--- config.mk ---
export PLATFORM = sky130hd
export DESIGN_NAME = controller_reader
export DESIGN_NICKNAME = d
export VERILOG_FILES = /design/src/rtl/controller_reader_pkg.sv /design/src/rtl/controller_reader_pad_sync.sv /design/src/rtl/controller_reader.sv
export SDC_FILE = /design/constraint.sdc
export NUM_CORES = 1
export LEC_CHECK = 0
export CORE_UTILIZATION = 53
export CTS_BUF_LIST = sky130_fd_sc_hd__clkbuf_4
export CTS_CLUSTER_SIZE = 24
export DETAILED_ROUTE_END_ITERATION = 8
export GPL_ROUTABILITY_DRIVEN = 0
export MAX_ROUTING_LAYER = met4
export PLACE_DENSITY = 0.75
export REMOVE_ABC_BUFFERS = 1
export SETUP_SLACK_MARGIN = 0.15
export SLEW_MARGIN = 0
export SYNTH_ARGS = -nofsm -noshare
export SYNTH_HDL_FRONTEND = slang
export SYNTH_SLANG_ARGS = --single-unit
--- constraint.sdc ---
create_clock -name clk -period 2 [get_ports clk]
set_clock_uncertainty 0.05 [all_clocks]
set_input_delay 0.4 -clock clk [delete_from_list [all_inputs] [get_ports clk]]
set_output_delay 0.4 -clock clk [all_outputs]
set_load 0.05 [all_outputs]
--- src/rtl/controller_reader_pkg.sv ---
// rtl/controller_reader_pkg.sv - shared types and default timing constants for the game pad reader
package controller_reader_pkg;

    // Default half-period and poll interval, in system clock cycles
    localparam int DIV_DEFAULT  = 300;
    localparam int POLL_DEFAULT = 833333;

    // Frame sequencer states
    typedef enum logic [2:0] {
        ST_IDLE  = 3'd0,
        ST_LATCH = 3'd1,
        ST_LOW   = 3'd2,
        ST_HIGH  = 3'd3,
        ST_DONE  = 3'd4
    } state_t;

endpackage

--- src/rtl/controller_reader_pad_sync.sv ---
// rtl/controller_reader_pad_sync.sv - two-flop synchronizer for the asynchronous pad data line
module pad_sync (
    input  logic clk_i,
    input  logic rst_ni,
    input  logic d_i,
    output logic q_o
);

    logic meta_q;
    logic sync_q;

    // Resets to 1 because the idle (released) pad line reads high
    always_ff @(posedge clk_i or negedge rst_ni) begin
        if (!rst_ni) begin
            meta_q <= 1'b1;
            sync_q <= 1'b1;
        end else begin
            meta_q <= d_i;
            sync_q <= meta_q;
        end
    end

    assign q_o = sync_q;

endmodule

--- src/rtl/controller_reader.sv ---
// rtl/controller_reader.sv - periodic game pad poller producing a button byte and change interrupt
module controller_reader
    import controller_reader_pkg::*;
#(
    parameter int DIV  = DIV_DEFAULT,
    parameter int POLL = POLL_DEFAULT
) (
    input  logic       clk,
    input  logic       reset,
    input  logic       enable,
    input  logic       pad_data,
    output logic       pad_latch,
    output logic       pad_clk,
    output logic [7:0] controller_data,
    output logic       data_valid,
    output logic       change_irq
);

    // Divider must reach 2*DIV-1 for the latch phase; poll counter reaches POLL-1
    localparam int DW = $clog2(2 * DIV);
    localparam int PW = $clog2(POLL);

    localparam logic [DW-1:0] LATCH_LAST = DW'(2 * DIV - 1);
    localparam logic [DW-1:0] HALF_LAST  = DW'(DIV - 1);
    localparam logic [DW-1:0] DIV_ONE    = DW'(1);
    localparam logic [PW-1:0] POLL_LAST  = PW'(POLL - 1);
    localparam logic [PW-1:0] POLL_ONE   = PW'(1);

    // A frame must fit between two poll strobes, otherwise frames would be skipped forever
    if (DIV < 4 || DIV > 65535) begin : g_div_check
        $error("controller_reader: DIV must be in 4..65535");
    end
    if (POLL <= 17 * DIV + 1) begin : g_poll_check
        $error("controller_reader: POLL must exceed 17*DIV+1");
    end

    logic          pad_s;
    logic [PW-1:0] poll_q;
    logic          poll_strobe;
    state_t        state_q;
    logic [DW-1:0] div_q;
    logic [2:0]    bit_q;
    logic [7:0]    shift_q;
    logic [7:0]    shift_d;
    logic          pad_latch_q;
    logic          pad_clk_q;
    logic [7:0]    controller_data_q;
    logic          data_valid_q;
    logic          change_irq_q;

    pad_sync u_pad_sync (
        .clk_i  (clk),
        .rst_ni (reset),
        .d_i    (pad_data),
        .q_o    (pad_s)
    );

    // Free-running poll counter; its wrap cycle is the frame start opportunity
    always_ff @(posedge clk or negedge reset) begin
        if (!reset) begin
            poll_q <= '0;
        end else if (poll_q == POLL_LAST) begin
            poll_q <= '0;
        end else begin
            poll_q <= poll_q + POLL_ONE;
        end
    end

    assign poll_strobe = (poll_q == POLL_LAST);

    // Shift register image with the current bit replaced by the synchronized pad line
    always_comb begin
        shift_d        = shift_q;
        shift_d[bit_q] = pad_s;
    end

    // Frame sequencer: latch pulse, eight sample slots separated by seven clock pulses, result cycle
    always_ff @(posedge clk or negedge reset) begin
        if (!reset) begin
            state_q           <= ST_IDLE;
            div_q             <= '0;
            bit_q             <= 3'd0;
            shift_q           <= 8'hFF;
            pad_latch_q       <= 1'b0;
            pad_clk_q         <= 1'b0;
            controller_data_q <= 8'h00;
            data_valid_q      <= 1'b0;
            change_irq_q      <= 1'b0;
        end else begin
            data_valid_q <= 1'b0;
            change_irq_q <= 1'b0;
            case (state_q)
                ST_IDLE: begin
                    if (poll_strobe && enable) begin
                        state_q     <= ST_LATCH;
                        div_q       <= '0;
                        pad_latch_q <= 1'b1;
                    end
                end
                ST_LATCH: begin
                    if (div_q == LATCH_LAST) begin
                        state_q     <= ST_LOW;
                        div_q       <= '0;
                        bit_q       <= 3'd0;
                        pad_latch_q <= 1'b0;
                    end else begin
                        div_q <= div_q + DIV_ONE;
                    end
                end
                ST_LOW: begin
                    if (div_q == HALF_LAST) begin
                        shift_q <= shift_d;
                        div_q   <= '0;
                        if (bit_q == 3'd7) begin
                            // Pad line is active-low; report 1 = pressed
                            state_q           <= ST_DONE;
                            controller_data_q <= ~shift_d;
                            data_valid_q      <= 1'b1;
                            change_irq_q      <= (~shift_d != controller_data_q);
                        end else begin
                            state_q   <= ST_HIGH;
                            pad_clk_q <= 1'b1;
                        end
                    end else begin
                        div_q <= div_q + DIV_ONE;
                    end
                end
                ST_HIGH: begin
                    if (div_q == HALF_LAST) begin
                        state_q   <= ST_LOW;
                        div_q     <= '0;
                        bit_q     <= bit_q + 3'd1;
                        pad_clk_q <= 1'b0;
                    end else begin
                        div_q <= div_q + DIV_ONE;
                    end
                end
                ST_DONE: begin
                    state_q <= ST_IDLE;
                    div_q   <= '0;
                end
                default: begin
                    state_q     <= ST_IDLE;
                    div_q       <= '0;
                    pad_latch_q <= 1'b0;
                    pad_clk_q   <= 1'b0;
                end
            endcase
        end
    end

    assign pad_latch       = pad_latch_q;
    assign pad_clk         = pad_clk_q;
    assign controller_data = controller_data_q;
    assign data_valid      = data_valid_q;
    assign change_irq      = change_irq_q;

endmodule

# Word-level counts from Yosys, hierarchy flattened
# Index checks and enable logic that the tools add are counted.
# Widths: inputs -> output; s select.
[totals]
reg_bits = 58
input_bits = 4
out_inout_bits = 12
[op_classes]
addsub = 3
n_lt_le_gt_ge = 2
eq_ne = 14
n_mux = 30
bitwise = 3
reduce_logical = 13
[op_table]
columns = ["op", "count"]
rows = [
  ["$mux 10", 3],
  ["$pmux 10 s3", 1],
  ["$mux 3", 7],
  ["$add 20x1->20 const B", 1],
  ["$eq 20x20->1 const B", 1],
  ["$mux 20", 1],
  ["$mux 1", 12],
  ["$pmux 3 s4", 1],
  ["$add 10x1->10 const B", 1],
  ["$eq 10x10->1 const B", 1],
  ["$eq 10x9->1 const B", 1],
  ["$ne 2x2->1 const B", 5],
  ["$reduce_and 3->1", 3],
  ["$bwmux 8", 1],
  ["$ne 8x8->1", 1],
  ["$not 8->8", 1],
  ["$reduce_and 4->1", 2],
  ["$eq 3x2->1 const B", 2],
  ["$eq 3x3->1 const B", 2],
  ["$pmux 1 s3", 2],
  ["$pmux 3 s2", 1],
  ["$reduce_or 3->1", 2],
  ["$lt 3x4->1 const B", 1],
  ["$add 3x1->3 const B", 1],
  ["9 further kinds", 11],
]

# Longest topological paths before layout
[logic_depth]
depth_word = 10
mapped_depth = 8

# Hierarchy
# Synthesis repeated with hierarchy kept, for this count alone.
[unflattened]
cells_unflattened = 294
area_unflattened_um2 = 3009.1
[modules_own_cells]
columns = ["mod", "n_inst", "cells_each", "area_each_um2", "seq_area_each_um2"]
rows = [
  ["controller_reader", 1, 292, 2956.6, 1411.4],
  ["pad_sync", 1, 2, 52.6, 52.6],
]

# Worst setup path after synthesis
# Ideal clock, no wire load.
[synth_path]
path_kind = "reg2reg"
from = "reg poll_q[11]"
to = "reg div_q[7]"
arrival_time_ps = 1737
required_ps = 1824
path_slack_ps = 87
path_stages_with_launch = 7
path_buffers = 1
period_less_slack_ps = 1913
cell_sequence = "dfrtp_1 or4b_1 nor3_2 nand3_1 and2_4 buf_6 a221o_1"
[synth_between]
elab_chain_cells = 3
[synth_lines]
columns = ["element", "line", "rtl"]
rows = [
  ["from (decl)", "controller_reader.sv:38", "logic [PW-1:0] poll_q;"],
  ["from (signal assigned)", "controller_reader.sv:65", "poll_q <= poll_q + POLL_ONE;"],
  ["$eq 20x20->1", "controller_reader.sv:69", "assign poll_strobe = (poll_q == POLL_LAST);"],
  ["$logic_and 1x1->1", "controller_reader.sv:94", "if (poll_strobe && enable) begin"],
  ["$ne 2x2->1 (no source line)", "--", ""],
  ["to (signal assigned)", "controller_reader.sv:107", "div_q <= div_q + DIV_ONE;"],
  ["to (signal assigned)", "controller_reader.sv:125", "div_q <= div_q + DIV_ONE;"],
  ["to (signal assigned)", "controller_reader.sv:135", "div_q <= div_q + DIV_ONE;"],
  ["to (decl)", "controller_reader.sv:41", "logic [DW-1:0] div_q;"],
]
# No other way between the ends.
# A chain may end at the register's enable or synchronous reset.

# Worst setup path after layout
[layout_path]
from = "reg poll_q[11]"
to = "reg div_q[2]"
# Same word-level chain as after synthesis.

==> flow_metrics.py <==
metrics = {
    "sta": {
        "slew_headroom_pct": 67.3,
        "hold_viol_final": 0,
        "setup_violations": 0,
        "period_share_pct": 96.8,
        "worstMarginPinSlew_ns": 0.489,
        "whs_ns": 0.321,
        "rsz0062_at_grt": "yes",
        "max_freq_mhz": 516,
        "finalMaxSlewViolations": 0,
        "finalSetupTns_ns": 0,
        "period_needed_ns": 1.94,
    },
    "yosys": {
        "synth_edf_count": 0,
        "synth.cell_area_um2": 3000,
        "yosysSeqAreaShare_pct": 48.7,
        "synth.top_cell.area_share_pct": 40.0,
        "yosys_warnings": 0,
        "synth_seq_cells": 58,
        "synth_fa_ha_area_share_pct": 2.08,
        "yosys.cell_types.count": 48,
        "synth_ff_type": "dfrtp_1",
        "synth_xor_area_share_pct": 8.16,
        "ys_async_sr_fraction_pct": 100,
        "synth-compound-area-share_pct": 6.58,
        "synthMuxAreaShare_pct": 9.75,
        "syn_area_per_cell_um2": 10.6,
        "yosys.area.top_type": "dfrtp_1",
        "yosys.area_share.simple_pct": 22.1,
        "synthTopCellsByArea": "dfrtp_1, dfstp_2, mux2_2",
        "synth_top_family_by_area": "simple AND/OR/NAND/NOR gates",
        "synth_cells": 283,
    },
    "routing": {
        "post-route-drc-count": 2,
        "drt-vias-per-instance": 5.48,
        "drtIter0Drc": 150,
        "drt_first_pass_iters": 6,
        "vias": 2276,
        "ant_nets": 0,
        "wirelength_um": 6050,
        "avgRoutedWirePerCell_um": 14.6,
    },
    "placed_design": {
        "placed_cell_area_um2": 3390,
        "placed_cells": 385,
        "dpl.hpwl_um": 3840,
        "port_buffers": 15,
    },
    "finish": {
        "multiInputGateArea_um2": 1640,
        "fin_nets": 347,
        "finish.instance_area_um2": 3830,
        "final_common_cell": "dfrtp_1",
        "diodes": 0,
        "final-instance-count-excl-fill": 415,
        "layout-drive-gt1-share_pct": 37.3,
        "fill_cells": 401,
        "mostFrequentLayoutCells": "dfrtp_1, buf_4, nor2_1",
        "syn_to_final_growth_pct": 27.6,
        "regArea_um2": 1470,
    },
    "critical_path": {
        "path_cells": "or4b_4 > nor3_4 > nand3_2 > and2_4 > a221o_2",
        "crit_fanout": 5,
        "cpMaxStageDelayCell": "or4b_4",
        "cpPeakStageDelay_ns": 0.56,
        "reg2reg_slack_ns": 0.06,
        "criticalPathCategory": "register to register",
        "critPathLaunch": "poll_q[11]",
        "cp-end-kind": "register",
        "worst_setup_path_start_kind": "register",
        "crit_buf_inv": 0,
        "crit_family": "simple AND/OR/NAND/NOR gates",
        "rr_startpoint": "poll_q[11]",
        "crit_arrival_ns": 2.17,
        "crit_required_ns": 2.23,
    },
    "hold_path": {
        "hold_class": "register to register",
        "min-delay-start": "u_pad_sync.meta_q",
    },
    "floorplanning": {
        "start_util_pct": 54.9,
        "dieHeight_um": 77.3,
        "die_w_um": 77.3,
        "core_area_um2": 5470,
        "io_pins": 16,
        "rows": 27,
        "dieArea_um2": 5970,
    },
    "global_routing": {
        "overflow": 0,
        "grt_max_degree": 59,
        "grt_pass1_wl_um": 10100,
        "grt_pass1_vias": 2168,
        "grt_use_total_pct": 22.8,
        "antenna_found_initial": 0,
    },
    "clock_network": {
        "numCtsBuffers": 9,
        "clock-sinks": 58,
        "clk_root_buffer_cell": "clkbuf_4",
        "clk-insertion-delay-late_ns": 0.40,
        "htree_levels": 3,
        "clock_path_buffers": 2,
        "cts_tree": "done",
        "clk_pin_slew_worst_paths_ns": 0.10,
    },
    "outcome": {
        "violations": "DRC",
        "status": "finished with violations",
    },
    "pwr": {
        "p_per_area_nw_per_um2": 564,
        "power_mw": 2.16,
        "irDropWorstVdd_mv": 0.471,
        "p_leak_nw": 1.76,
    },
    "job": {
        "drv_cap": 0,
    },
}
## repair_timing
item                                    CTS  global route
gates cloned                              1             0
setup buffers                             7             5
endpoints found under the setup margin   43            32
resized for setup                        23            35
hold buffers                              1             0
endpoints found under the hold margin    48             0
pin swaps                                 5            12
## logic make-up after synthesis
group | Yosys count
DFF | 58
and+or+nand+nor | 123
adders and majority gates | 5
buffers and inverters | 17
xor gates and xnor gates | 28
AOI/OAI and AO/OA | 25
muxes | 27
## power by group
part	switching, mW	leakage (nW)	internal (mW)
registers	0.00535	0.725	1.18
logic	0.0247	0.957	0.0108
clock network	0.441	0.0819	0.504
total	0.471	1.76	1.69
## Yosys cell counts, drive strengths merged (4+ instances only)
master,number
dfrtp,48
nor2,33
nand3,21
mux2,18
nand2,17
xor2,17
xnor2,11
dfstp,10
mux2i,9
nor3,8
a22o,7
and3,7
clkbuf,6
inv,6
o21ai,6
buf,5
ha,5
nor4,5
and2,4
nand4,4
nor2b,4
nor3b,4
## stage by stage
step,utilization [%],worst slack (ns)
after CTS,66.9,0.0401
final,70.1,0.0637
after detailed placement,62.0,-0.0762
after global placement,62.0,0.0456
after floorplan,-,0.0820
after global routing,70.1,0.00142
## area by class of cell
type,instances,area share (%)
Clock buffer,9,1.76
Tap cell,72,2.35
Inverter,6,0.587
Timing Repair Buffer,54,11.7
Sequential cell,58,38.3
Clock inverter,7,2.45
Multi-Input combinational cell,209,42.8
## registers in the layout, indices dropped and copies added, names as in the netlist
signal	count
bit_q	3
change_irq	1
controller_data	8
data_valid	1
div_q	10
pad_clk	1
pad_latch	1
poll_q	20
shift_q	8
state_q	3
u_pad_sync.meta_q	1
u_pad_sync.q_o	1
## worst paths after layout
check                      cells after the start              to
min                                            0  u_pad_sync.q_o
max reg2reg                                    5        div_q[2]
max in group asynchronous                      3      shift_q[2]
min in group asynchronous                      3      state_q[1]
max                                            5        div_q[2]
min reg2reg                                    0  u_pad_sync.q_o
## per-layer routing
metal	routed length, um	global-route usage [%]
met4	48	6.04
met1	2690	28.5
met5	0	-
met3	222	8.21
met2	3090	35.0
(Power assumes the default switching activity.)
